## config.mk

```make
export PLATFORM = sky130hd
export DESIGN_NAME = reg7_serial_tx
export DESIGN_NICKNAME = d
export VERILOG_FILES = /design/src/rtl/reg7_serial_tx.sv
export SDC_FILE = /design/constraint.sdc
export NUM_CORES = 1
export LEC_CHECK = 0
export CAP_MARGIN = 15
export CORE_AREA = 10 10 80 82
export CTS_BUF_LIST = sky130_fd_sc_hd__clkbuf_16
export DETAILED_ROUTE_END_ITERATION = 12
export DIE_AREA = 0 0 90 92
export SYNTH_ARGS = -nofsm -noshare
export SYNTH_HDL_FRONTEND = slang
export SYNTH_SLANG_ARGS = --single-unit
```

## constraint.sdc

```tcl
create_clock -name clk -period 2.4 [get_ports clk]
set_input_delay 0.72 -clock clk [delete_from_list [all_inputs] [get_ports clk]]
set_output_delay 0.72 -clock clk [all_outputs]
set_load 0.03 [all_outputs]
```

## src/rtl/reg7_serial_tx.sv

```systemverilog
// Serialiser for the 7-bit register datapath: start bit, LSB-first data,
// optional even parity, stop bit, with a valid/ready load handshake.
module reg7_serial_tx #(
  parameter int WIDTH     = 7,
  parameter int BAUD_DIV  = 4,
  parameter int PARITY_EN = 1
) (
  input  logic             clk,
  input  logic             reset,
  input  logic             load_valid,
  input  logic [WIDTH-1:0] load_data,
  output logic             load_ready,
  output logic             tx_line,
  output logic             busy,
  output logic             done
);

  localparam logic [2:0] S_IDLE   = 3'd0;
  localparam logic [2:0] S_START  = 3'd1;
  localparam logic [2:0] S_DATA   = 3'd2;
  localparam logic [2:0] S_PARITY = 3'd3;
  localparam logic [2:0] S_STOP   = 3'd4;

  localparam int              BW        = $clog2(WIDTH + 1);
  localparam logic [15:0]     BAUD_LAST = 16'(BAUD_DIV - 1);
  localparam logic [BW-1:0]   BIT_LAST  = BW'(WIDTH - 1);

  logic [2:0]       state_reg;
  logic [WIDTH-1:0] shift_reg;
  logic             parity_reg;
  logic [15:0]      baud_cnt_reg;
  logic [BW-1:0]    bit_cnt_reg;
  logic             tx_reg;
  logic             busy_reg;
  logic             done_reg;

  logic             baud_end;
  logic [WIDTH-1:0] shift_next;

  assign baud_end   = (baud_cnt_reg == BAUD_LAST);
  assign shift_next = shift_reg >> 1;

  assign load_ready = (state_reg == S_IDLE) && !reset;
  assign tx_line    = tx_reg;
  assign busy       = busy_reg;
  assign done       = done_reg;

  // tx_reg is loaded with the level of the state being entered, so the line
  // changes on the same edge as the state and stays glitch-free.
  always_ff @(posedge clk) begin
    if (reset) begin
      state_reg    <= S_IDLE;
      shift_reg    <= '0;
      parity_reg   <= 1'b0;
      baud_cnt_reg <= '0;
      bit_cnt_reg  <= '0;
      tx_reg       <= 1'b1;
      busy_reg     <= 1'b0;
      done_reg     <= 1'b0;
    end else begin
      done_reg <= 1'b0;
      if (state_reg != S_IDLE) begin
        baud_cnt_reg <= baud_end ? 16'd0 : baud_cnt_reg + 16'd1;
      end
      case (state_reg)
        S_IDLE: begin
          if (load_valid) begin
            shift_reg    <= load_data;
            parity_reg   <= ^load_data;
            baud_cnt_reg <= '0;
            bit_cnt_reg  <= '0;
            state_reg    <= S_START;
            tx_reg       <= 1'b0;
            busy_reg     <= 1'b1;
          end
        end
        S_START: begin
          if (baud_end) begin
            state_reg <= S_DATA;
            tx_reg    <= shift_reg[0];
          end
        end
        S_DATA: begin
          if (baud_end) begin
            shift_reg <= shift_next;
            if (bit_cnt_reg == BIT_LAST) begin
              bit_cnt_reg <= '0;
              if (PARITY_EN != 0) begin
                state_reg <= S_PARITY;
                tx_reg    <= parity_reg;
              end else begin
                state_reg <= S_STOP;
                tx_reg    <= 1'b1;
              end
            end else begin
              bit_cnt_reg <= bit_cnt_reg + BW'(1);
              tx_reg      <= shift_next[0];
            end
          end
        end
        S_PARITY: begin
          if (baud_end) begin
            state_reg <= S_STOP;
            tx_reg    <= 1'b1;
          end
        end
        S_STOP: begin
          if (baud_end) begin
            state_reg <= S_IDLE;
            tx_reg    <= 1'b1;
            busy_reg  <= 1'b0;
            done_reg  <= 1'b1;
          end
        end
        default: begin
          state_reg <= S_IDLE;
          tx_reg    <= 1'b1;
          busy_reg  <= 1'b0;
        end
      endcase
    end
  end

endmodule

```

==> reports/metrics.yaml <==
synth:
  postSynth.asyncResetShare: 0
  netlist_area_um2: 1900
  synth.distinct_cells: 51
  synthFlopType: "dfxtp_1"
  ys_warn_count: 0
  ys_seq_area_frac: 0.347
  synth_fp_nets: 222
  ys_seq_elements: 33
  synth_edf_count: 0
  synth_cells: 211
  synth_area_per_cell_um2: 9.01
die:
  die_w_um: 90
  die_area_um2: 8280
  die_h_um: 92
  coreArea_um2: 4910
  ios: 14
  start_util: 0.387
  num_rows: 26
worst_setup_path:
  start_kind: "input pin"
  crit_chain: "clkdlybuf4s50_1 > nor3_2 > buf_4"
  slowest_delay_ns: 0.43
  slowest_stage: "clkdlybuf4s50_1"
  cp_top_family: "buffers and inverters"
  cp.arrival_ns: 1.49
  worst-path-buf-inv: 2
  cp_max_fo: 2
  worstSetupEndpointType: "output port"
  critical_path_class: "in2out"
  cp_data_required_time_ns: 1.68
global_routing:
  grt_first_pass_wirelength_um: 7530
  track_usage: 0.107
  grt_pass1_vias: 1519
  grt_max_degree: 34
  antenna_found_initial: 0
  gr-total-overflow: 0
placed_design:
  portBuffers: 13
  gp_congestion: 0.744
  dpl.cell_count: 289
  dp_hpwl_um: 2890
  post_dp_cell_area_um2: 2080
power:
  p_seq_frac: 0.426
  max-vdd-ir-drop_v: 0.000273
  leakage_uw: 0.000721
  powerDensity_nw_per_um2: 612
  power_frac_comb: 0.121
  switching_share: 0.254
  p_int_uw: 1010
  clock_power_share: 0.453
  p_sw_uw: 345
layout:
  drive_gt1_frac: 0.194
  finalNonFillerCells: 297
  largest_reg_flops: 16
  final_area_um2: 2220
  syn_to_final_growth_pct: 16.6
  num_antenna_cells: 0
  finalNetCount: 237
detailed_routing:
  drt_iter0_markers: 99
  num_vias: 1657
  dr.pass1.iters: 4
  finalWirelength_um: 4280
  drc: 0
  final_antenna_net_count: 0
  vias_per_cell: 5.58
  routedWlPerCell_um: 14.4
sta:
  fin_crit_sh: 0.921
  relSlewSlack: 0.666
  fmax_ghz: 0.453
  finalCriticalPeriod_ns: 2.21
  hold_viol: 0
  worstMarginPinSlew_ns: 0.501
  setup_tns_ns: 0
  setup_viol: 0
  skew_ns: 0.00326
  drv_slew: 0
  rsz0062_at_grt: "false"
  fin_hold_ws_ns: 0.452
min_path:
  hold_class: "reg2reg"
cts:
  clk_pin_slew_ns: 0.05
  hold_buffers: 0
  htreeDepth: 2
  cts.sinks: 33
  numCtsBuffers: 5
  clock_path_buffers: 2
  clockRootBuffer: "clkbuf_16"
  cts_tree: "built"
  insertion_delay_ns: 0.28
status:
  status: "finished, final reports clean"
flow_run:
  drv_cap: 0
## power groups by stage
stage                     clock [uW]  sequential (uW)  combinational, uW
after floorplan                    0              592                111
after global placement             0              589                164
after global routing             648              580                181
after CTS                        625              578                165
after detailed placement           0              589                165
final                            615              578                165
## worst register-to-register path: cells and delay by family, from the launching register on
kind	cells	cell delay (ns)
and+or+nand+nor	2	0.65
AOI/OAI and AO/OA	3	0.51
DFF	1	0.39
adders and majority gates	1	0.28
buffers and inverters	1	0.21
## path summary, 6_finish.rpt
path                              start                   end  slack [ns]  cells past startpoint
min                   busy$_SDFFE_PP0P_     busy$_SDFFE_PP0P_        0.45                      2
max reg2reg  baud_cnt_reg[1]$_SDFF_PP0_  tx_line$_SDFFE_PP1P_        0.22                      7
max                               reset            load_ready        0.19                      3
min reg2reg           busy$_SDFFE_PP0P_     busy$_SDFFE_PP0P_        0.45                      2
## placed cells by master, fill, tap and decap left out, drive strengths merged, types with 2 or more instances in the layout
master,instances
dfxtp,33
a21oi,21
nand2,19
nor2,15
nor3,13
clkdlybuf4s50,12
a311oi,12
buf,11
nand3,10
o21ai,9
a211oi,7
mux2i,6
clkbuf,5
a31oi,4
nand4b,4
xnor2,4
nor4,3
and4,3
and3,3
xor2,3
inv,3
nand4,2
nand3b,2
clkinv,2
or2,2
and2,2
## what timing repair did
item	CTS	global route
setup buffers	0	0
resized for setup	0	1
setup endpoints to repair	0	5
## final cells by class
| cell class | count | area [um2] |
|---|---|---|
| fillers | 482 | 2690 |
| multi-input cells | 161 | 1120 |
| flip-flops and latches | 33 | 661 |
| repair buffers | 23 | 203 |
| clock buffers | 5 | 125 |
| well taps | 70 | 87.6 |
| clock inverters | 3 | 13.8 |
| inverters | 2 | 7.51 |
## cells in the mapped netlist, types with 5 or more instances
master	n	area (um2)
dfxtp_1	33	661
nand3_1	10	50.1
nor3_1	11	55.1
clkbuf_1	5	18.8
a21oi_1	20	100
a311oi_2	10	150
nor2_1	13	48.8
nand2_1	19	71.3
mux2i_1	6	60.1
o21ai_0	9	45.0
a211oi_1	7	52.6
buf_6	5	56.3
## per-layer routing
layer	track usage	vias to the layer above	wire length (um)
met5	0	-	0
met3	0.0261	6	198
li1	-	831	-
met1	0.144	782	2220
met4	0.0557	0	86
met2	0.156	38	1780
## logic make-up (layout without fill, tap and decap cells)
group                    count (synthesis)  count (layout)  share of synthesized area
AO/OA/AOI/OAI                           62              62                      0.255
XOR/XNOR                                 7               7                     0.0322
adder cells (fa/ha/maj)                  1               1                    0.00658
buffers and inverters                   17              33                     0.0671
flip-flops                              33              33                      0.347
multiplexers                             6               6                     0.0316
AND/OR/NAND/NOR                         85              85                      0.260
## through the flow
step	util	power [uW]	setup WS (ns)
2_1_floorplan	-	703	0.167
3_3_place_gp	0.423	753	0.189
3_5_place_dp	0.423	754	0.191
4_1_cts	0.451	1370	0.176
5_1_grt	0.452	1410	0.0270
6_report	0.452	1360	0.190
Power figures use the tool's default switching activity.
